--- config.mk ---
export PLATFORM = sky130hd
export DESIGN_NAME = alarm_match_ringer
export DESIGN_NICKNAME = d
export VERILOG_FILES = /design/src/rtl/alarm_match_ringer.sv
export SDC_FILE = /design/constraint.sdc
export NUM_CORES = 1
export LEC_CHECK = 0
export CORE_ASPECT_RATIO = 0.9
export CORE_UTILIZATION = 36
export DETAILED_ROUTE_END_ITERATION = 12
export SYNTH_ARGS = -nofsm -noshare
export SYNTH_HDL_FRONTEND = slang
export SYNTH_SLANG_ARGS = --single-unit
--- constraint.sdc ---
create_clock -name clk -period 3.5 [get_ports clk]
set_input_delay 0.525 -clock clk [delete_from_list [all_inputs] [get_ports clk]]
set_output_delay 0.525 -clock clk [all_outputs]
set_load 0.05 [all_outputs]
--- src/rtl/alarm_match_ringer.sv ---
// Alarm comparator and ringer: compares MM:SS time digits against alarm digits, rings on match
// entry and handles dismiss, timeout and (with `define ALARM_SNOOZE_EN) snooze with a per-event limit.
module alarm_match_ringer #(
    parameter int unsigned RING_SEC   = 60,
    parameter int unsigned SNOOZE_SEC = 120,
    parameter int unsigned TONE_DIV   = 50000,
    parameter int unsigned MAX_SNOOZE = 3
) (
    input  logic       clk,
    input  logic       rst_n,
    input  logic       secTick,
    input  logic [3:0] binCOS,
    input  logic [3:0] binCTS,
    input  logic [3:0] binCOM,
    input  logic [3:0] binCTM,
    input  logic [3:0] binAOS,
    input  logic [3:0] binATS,
    input  logic [3:0] binAOM,
    input  logic [3:0] binATM,
    input  logic       alarmEnable,
    input  logic       clearAlarm,
    input  logic       snoozeBtn,
    output logic       alarmActive,
    output logic       snoozeActive,
    output logic       buzzer,
    output logic       ledBlink,
    output logic       alarmInvalid
);

    localparam int unsigned RING_W = (RING_SEC > 1) ? $clog2(RING_SEC) : 1;
    localparam int unsigned TONE_W = (TONE_DIV > 1) ? $clog2(TONE_DIV) : 1;

    typedef enum logic [1:0] {
        S_IDLE    = 2'd0,
        S_ARMED   = 2'd1,
        S_RINGING = 2'd2
`ifdef ALARM_SNOOZE_EN
        , S_SNOOZE = 2'd3
`endif
    } state_e;

    state_e state_q, state_d;

    logic invalid, match, match_q, match_rise;
    logic invalid_q;
    logic snz_meta_q, snz_sync_q, snz_prev_q, snooze_rise;
    logic in_ring, in_snooze, ring_last, ring_stays;
    logic [RING_W-1:0] ring_cnt_q, ring_cnt_d;
    logic [TONE_W-1:0] tone_cnt_q, tone_cnt_d;
    logic buzzer_q, buzzer_d;
    logic led_q, led_d;

`ifdef ALARM_SNOOZE_EN
    localparam int unsigned SNZ_W = (SNOOZE_SEC > 1) ? $clog2(SNOOZE_SEC) : 1;
    localparam int unsigned EVT_W = (MAX_SNOOZE > 0) ? $clog2(MAX_SNOOZE + 1) : 1;

    logic [SNZ_W-1:0] snz_cnt_q, snz_cnt_d;
    logic [EVT_W-1:0] snooze_cnt_q, snooze_cnt_d;
    logic snz_last, snooze_spent;

    assign in_snooze    = (state_q == S_SNOOZE);
    assign snz_last     = (snz_cnt_q == SNZ_W'(SNOOZE_SEC - 1));
    assign snooze_spent = (snooze_cnt_q == EVT_W'(MAX_SNOOZE));
`else
    logic unused_snooze_cfg;

    assign in_snooze         = 1'b0;
    assign unused_snooze_cfg = ^{SNOOZE_SEC, MAX_SNOOZE};
`endif

    // Out-of-range alarm digits can never be reached by the clock, so they suppress matching.
    assign invalid    = (binAOS > 4'd9) | (binATS > 4'd5) | (binAOM > 4'd9) | (binATM > 4'd5);
    assign match      = (binCOS == binAOS) && (binCTS == binATS) &&
                        (binCOM == binAOM) && (binCTM == binATM) && !invalid;
    assign match_rise = match & ~match_q;

    assign snooze_rise = snz_sync_q & ~snz_prev_q;
    assign in_ring     = (state_q == S_RINGING);
    assign ring_last   = (ring_cnt_q == RING_W'(RING_SEC - 1));
    assign ring_stays  = in_ring && (state_d == S_RINGING);

    // NOTE: every signal driven here gets a default first, so no path can infer a latch.
    always_comb begin
        state_d = state_q;
        unique case (state_q)
            S_IDLE:    if (alarmEnable) state_d = S_ARMED;
            S_ARMED:   if (match_rise)  state_d = S_RINGING;
            S_RINGING: begin
                if (clearAlarm) begin
                    state_d = S_ARMED;
                end else if (snooze_rise) begin
`ifdef ALARM_SNOOZE_EN
                    state_d = snooze_spent ? S_ARMED : S_SNOOZE;
`else
                    state_d = S_ARMED;
`endif
                end else if (secTick && ring_last) begin
                    state_d = S_ARMED;
                end
            end
`ifdef ALARM_SNOOZE_EN
            S_SNOOZE: begin
                if (clearAlarm)                 state_d = S_ARMED;
                else if (secTick && snz_last)   state_d = S_RINGING;
            end
`endif
            default:   state_d = S_IDLE;
        endcase
        if (!alarmEnable) state_d = S_IDLE;
    end

    always_comb begin
        ring_cnt_d = ring_cnt_q;
        tone_cnt_d = '0;
        buzzer_d   = 1'b0;
        led_d      = led_q;

        if (state_d == S_RINGING && !in_ring) begin
            ring_cnt_d = '0;
        end else if (in_ring && secTick && !ring_last) begin
            ring_cnt_d = ring_cnt_q + RING_W'(1);
        end

        // The tone only advances while ringing continues, so it is already 0 the cycle after exit.
        if (ring_stays) begin
            if (tone_cnt_q == TONE_W'(TONE_DIV - 1)) begin
                buzzer_d = ~buzzer_q;
            end else begin
                tone_cnt_d = tone_cnt_q + TONE_W'(1);
                buzzer_d   = buzzer_q;
            end
        end

        if (state_d == S_IDLE || state_d == S_ARMED) begin
            led_d = 1'b0;
        end else if (secTick && (in_ring || in_snooze)) begin
            led_d = ~led_q;
        end
    end

`ifdef ALARM_SNOOZE_EN
    always_comb begin
        snz_cnt_d    = snz_cnt_q;
        snooze_cnt_d = snooze_cnt_q;

        if (state_d == S_SNOOZE && !in_snooze) begin
            snz_cnt_d = '0;
        end else if (in_snooze && secTick && !snz_last) begin
            snz_cnt_d = snz_cnt_q + SNZ_W'(1);
        end

        if (state_d == S_ARMED && state_q != S_ARMED) begin
            snooze_cnt_d = '0;
        end else if (in_ring && state_d == S_SNOOZE && !snooze_spent) begin
            snooze_cnt_d = snooze_cnt_q + EVT_W'(1);
        end
    end
`endif

    // NOTE: sequential state uses non-blocking assignments so all registers update together.
    always_ff @(posedge clk or negedge rst_n) begin
        if (!rst_n) begin
            state_q      <= S_IDLE;
            match_q      <= 1'b1;
            invalid_q    <= 1'b0;
            snz_meta_q   <= 1'b0;
            snz_sync_q   <= 1'b0;
            snz_prev_q   <= 1'b0;
            ring_cnt_q   <= '0;
            tone_cnt_q   <= '0;
            buzzer_q     <= 1'b0;
            led_q        <= 1'b0;
`ifdef ALARM_SNOOZE_EN
            snz_cnt_q    <= '0;
            snooze_cnt_q <= '0;
`endif
        end else begin
            state_q      <= state_d;
            match_q      <= match;
            invalid_q    <= invalid;
            snz_meta_q   <= snoozeBtn;
            snz_sync_q   <= snz_meta_q;
            snz_prev_q   <= snz_sync_q;
            ring_cnt_q   <= ring_cnt_d;
            tone_cnt_q   <= tone_cnt_d;
            buzzer_q     <= buzzer_d;
            led_q        <= led_d;
`ifdef ALARM_SNOOZE_EN
            snz_cnt_q    <= snz_cnt_d;
            snooze_cnt_q <= snooze_cnt_d;
`endif
        end
    end

    assign alarmActive  = in_ring;
    assign snoozeActive = in_snooze;
    assign buzzer       = buzzer_q;
    assign ledBlink     = led_q;
    assign alarmInvalid = invalid_q;

endmodule

Word level (Yosys, flattened, before mapping)
Cells that the tools add are included.
W data, S select, Z words.
- bits in registers: 31
- input port bits: 38
- output and inout port bits: 5
- add/sub/neg operators: 2
- magnitude comparators: 4
- eq/ne operators: 11
- mux-type cells: 14
- bitwise logic cells: 9
- reduce and logical (&&, ||, !) cells: 17
- operator list (operator ; count):
    $mux W16 ; 2
    $add A16 B1 Y16 const B ; 1
    $eq A16 B16 Y1 const B ; 1
    $eq A4 B4 Y1 ; 4
    $mux W6 ; 2
    $mux W2 ; 5
    $logic_and A1 B1 Y1 ; 9
    $gt A4 B3 Y1 const B ; 2
    $gt A4 B4 Y1 const B ; 2
    $add A6 B1 Y6 const B ; 1
    $eq A6 B6 Y1 const B ; 1
    $pmux W2 S3 ; 1
    $eq A2 B1 Y1 const B ; 2
    $eq A2 B2 Y1 const B ; 2
    $logic_not A2 Y1 ; 2
    $mux W1 ; 4
    $not A1 Y1 ; 4
    $reduce_bool A2 Y1 ; 2
    $logic_not A1 Y1 ; 3
    $or A1 B1 Y1 ; 3
    $and A1 B1 Y1 ; 2
    $ne A2 B1 Y1 const B ; 1
    $logic_or A1 B1 Y1 ; 1

Depth between registers and ports, before layout
- depth after elaboration: 13
- mapped depth: 7

Least setup slack after synthesis
OpenSTA, ideal clock, no wires.
- path type: register to register
- start: reg ring_cnt_q[0]
- end: reg tone_cnt_q[10]
- arrival time: 1.592 ns
- path slack: 1.787 ns
- stages on the path, launching flop included: 8
- path buffers: 2
- clock period less this slack: 1.713 ns
- path through: dfrtp_1 -> ha_1 -> nand4_1 -> o2111ai_1 -> or2_1 -> clkbuf_1 -> buf_2 -> nor2_1
- word-level cells in the longest chain between the ends: 10
- RTL lines (what ; RTL line ; source):
    from (decl) ; 48 ; logic [RING_W-1:0] ring_cnt_q, ring_cnt_d;
    from (signal assigned) ; 184 ; ring_cnt_q <= ring_cnt_d;
    $eq A6 B6 Y1 ; 79 ; assign ring_last = (ring_cnt_q == RING_W'(RING_SEC - 1));
    $logic_and A1 B1 Y1 ; 97 ; end else if (secTick && ring_last) begin
    $mux W2 ; 97 ;
    $mux W2 ; 91 ; end else if (snooze_rise) begin
    $mux W2 ; 89 ; if (clearAlarm) begin
    $pmux W2 S3 ; 85 ; unique case (state_q)
    $mux W2 ; 109 ; if (!alarmEnable) state_d = S_IDLE;
    $eq A2 B2 Y1 ; 80 ; assign ring_stays = in_ring && (state_d == S_RINGING);
    $logic_and A1 B1 Y1 ; 80 ;
    $mux W16 ; 125 ; if (ring_stays) begin
    net tone_cnt_d[10] ; 49 ; logic [TONE_W-1:0] tone_cnt_q, tone_cnt_d;
    to (signal assigned) ; 185 ; tone_cnt_q <= tone_cnt_d;
    to (decl) ; 49 ;
The timed path passes the listed nets, and every way through them passes these cells.
A chain may end at the register's enable or synchronous reset.

Worst setup path after layout
- start: in binATM[2]
- end: reg ring_cnt_q[2]
- word-level cells in the longest chain between the ends: 11
- elaborated cells between the ends (all ways): 14
- classes of those cells: order compare (1); eq/ne (2); mux (4); bitwise (2); reduce/logical (5)
- RTL lines (what ; RTL line ; source):
    from (decl) ; 19 ; input logic [3:0] binATM,
    $gt A4 B3 Y1 ; 72 ; assign invalid = (binAOS > 4'd9) | (binATS > 4'd5) | (binAOM > 4'd9) | (binATM > 4'd5);
    $or A1 B1 Y1 ; 72 ;
    $logic_not A1 Y1 ; 74 ; (binCOM == binAOM) && (binCTM == binATM) && !invalid;
    $logic_and A1 B1 Y1 * ; 74 ;
    $and A1 B1 Y1 * ; 75 ; assign match_rise = match & ~match_q;
    $mux W2 * ; 87 ; S_ARMED: if (match_rise) state_d = S_RINGING;
    $pmux W2 S3 * ; 85 ;
    $mux W2 * ; 109 ;
    $eq A2 B2 Y1 * ; 118 ; if (state_d == S_RINGING && !in_ring) begin
    $logic_and A1 B1 Y1 * ; 118 ;
    $mux W6 / $reduce_bool A2 Y1 (equally long branches) ; n/a ;
Every way passes the cells marked *; elsewhere a longest branch is shown, timed or not.

==> metrics.yaml <==
outcome: "completed"
yosys.area.top_type: "dfrtp_1"
yosys_warnings: 0
post-route-util_pct: 51.1
p_switching_w: 0.000162
critPathKind: "input pin to register"
finalMaxSlewViolations: 0
synth_xor_area_share_pct: 17.1
clock_path_buffers: 2
intPower_w: 0.000594
hpwl_mm: 3.09
cts_buffers: 5
ant_nets: 0
synthFlopType: "dfrtp_1"
worstPathCellList: "clkdlybuf4s50_1 > xnor2_1 > nand4_1 > nor4_2 > a21oi_1"
placedCellCount: 275
routabilityCongestion: 0.841
critical_path.top_delay_family: "simple AND/OR/NAND/NOR gates"
synth_top_area_share_pct: 43.2
clkLatencyLatePin_ps: 280
core_area_um2: 4550
regMostFlops: "tone_cnt_q"
pin_count: 43
end_kind: "register"
path_max_fanout: 10
synthSimpleGateAreaFrac_pct: 25.6
fin_setup_tns_ps: 0
clkPwrFrac_pct: 40.3
netlist_instances: 174
worstPathRequired_ps: 3610
synthMuxAreaShare_pct: 0.576
synthAdderAreaFrac_pct: 1.44
grt_overflow: 0
grt_max_degree: 31
detail_route.wl_per_cell_um: 14.5
cp.arrival_ps: 2350
p_per_area_nw_per_um2: 326
postPlaceCellArea_um2: 2220
synth_compound_area_share_pct: 7.48
drt_iter0_drc: 33
ys_types: 44
antenna_found_initial: 0
vias_per_cell: 5.15
cts_hold_buf: 0
vias: 1457
dr.pass1.iters: 4
diodes: 0
clk_pin_slew_ps: 60
fmax_ghz: 0.445
fin_skew_ps: 6.69
synth_edf_count: 0
pwr-share-comb_pct: 11.7
cts_tree: "built"
rsz0062_at_grt: "no"
synth_area_leaders: "dfrtp_1, xnor2_1, nor2_1"
die-height_um: 67.9
track_usage_pct: 17.8
drc: 0
cts_sinks: 31
htree_levels: 2
max_stage_delay_ps: 880
largest_reg_flops: 16
period_needed_ps: 2250
ys_seq_area_share_pct: 44.7
dieArea_um2: 5110
hold_class: "register to register"
nNetsFinal: 260
root_buffer: "clkbuf_8"
min_period_over_period_pct: 64.2
synth-seq-cells: 31
grt_pass1_wl_mm: 6.68
async_flop_share_pct: 100
fin_cells: 283
syn-cell-area_um2: 1740
post-cts-setup-buffer-count: 0
fin_area_um2: 2320
grt_pass1_vias: 1503
path_buf_inv: 1
start_util_pct: 38.2
finalWirelength_mm: 4.09
port_buffers: 41
setup_viol: 0
dieWidth_um: 75.3
cts-resized-gates: 0
syn_area_per_cell_um2: 10.0
area_growth_pct: 33.5
finalPower_w: 0.000756
worst_path_max_delay_cell: "nor4_2"
final_hold_viol_count: 0
tightest_slew_ps: 985
p_sw_share_pct: 21.4
p_leak_nw: 0.873
drive_above_1_share_pct: 8.60
max-cap-violations: 0
synth_top_family_by_area: "simple AND/OR/NAND/NOR gates"
relSlewSlack_pct: 33.8
core.rowCount: 23
reg_top3: "tone_cnt_q: 16 flops, ring_cnt_q: 6 flops, state_q: 2 flops"
peakVddDrop_mv: 0.220
start_kind: "input pin"
seqPwrFrac_pct: 48.1
syn-num-nets: 214
final timing paths:
kind	startpoint	to	slack (ps)	depth (start not counted)
max in group asynchronous	rst_n	match_q$_DFF_PN1_	2510	2
worst max register to register	ring_cnt_q[0]$_DFFE_PN0P_	tone_cnt_q[3]$_DFF_PN0_	1670	6
worst min register to register	snz_meta_q$_DFF_PN0_	snz_sync_q$_DFF_PN0_	360	0
worst max-delay path	binATM[2]	ring_cnt_q[2]$_DFFE_PN0P_	1250	5
min in group asynchronous	rst_n	snz_prev_q$_DFF_PN0_	400	1
worst min-delay path	snz_meta_q$_DFF_PN0_	snz_sync_q$_DFF_PN0_	360	0
layout by cell type, fill, tap and decap left out, types with 2 or more instances in the layout:
master            n
buf_4             2
xor2_1            6
clkbuf_8          7
a31oi_1           2
nor4b_1           3
xnor2_1          28
nand2_1           6
nor4_1            3
nand2b_1          3
dfrtp_1          30
or3_1             2
and3_1            4
ha_1              2
nand4_1          10
and3b_1           2
nand3_1           5
o21ai_0           3
clkdlybuf4s50_1  41
a21oi_1           9
nor2_1           19
inv_1             8
nor2b_1           3
power by group through the flow:
stage	sequential [W]	combinational (W)	clock, W
6_report	0.000363	0.0000882	0.000305
5_1_grt	0.000363	0.0000954	0.000328
4_1_cts	0.000363	0.0000895	0.000312
3_5_place_dp	0.000370	0.0000891	0
3_3_place_gp	0.000369	0.0000864	0
2_1_floorplan	0.000370	0.0000284	0
cell usage after synthesis (2+ instances only):
master / count
nand3_1: 5
and3_1: 4
nand2_1: 6
clkbuf_1: 2
o21ai_0: 3
a31oi_1: 2
dfrtp_1: 30
xnor2_1: 28
xor2_1: 6
nor2b_1: 3
and3b_1: 2
a21oi_1: 9
nor4_1: 3
or3_1: 2
nand4_1: 10
nand2b_1: 3
ha_1: 2
nor4b_1: 3
nor2_1: 19
inv_1: 8
logic make-up after synthesis:
logic type      Yosys count
simple gates             72
xor+xnor                 34
flops                    31
compound gates           21
buf+inv                  12
fa+ha+maj                 2
other cells               1
mux                       1
worst reg2reg max path, cell delays in order (launching register included):
cell,delay [ps]
dfrtp_1,380
ha_1,250
nand4_1,140
o2111ai_1,200
buf_4,180
or2_1,420
nor2_1,120
through the flow:
stage	hold slack, ps	worst slack [ps]
after floorplan	229	1790
after global placement	342	1140
after detailed placement	337	963
after CTS	361	1240
after global routing	379	1080
final	359	1250
metal layers:
| metal | up-vias | global-route usage [%] | share of wire, % |
|---|---|---|---|
| li1 | 695 | - | - |
| met1 | 698 | 20.1 | 42 |
| met2 | 57 | 32.0 | 48 |
| met3 | 7 | 4.71 | 8.6 |
| met4 | 0 | 6.94 | 1.6 |
| met5 | - | 0 | 0 |
area by class of cell:
cell class | count | area (um^2)
multi-input combinational | 131 | 912
tap | 62 | 77.6
inverter | 8 | 30.0
fill | 419 | 2220
clock buffer | 8 | 100
timing repair buffer | 43 | 425
sequential | 31 | 777
No activity file was read; power rests on OpenSTA's default activity.
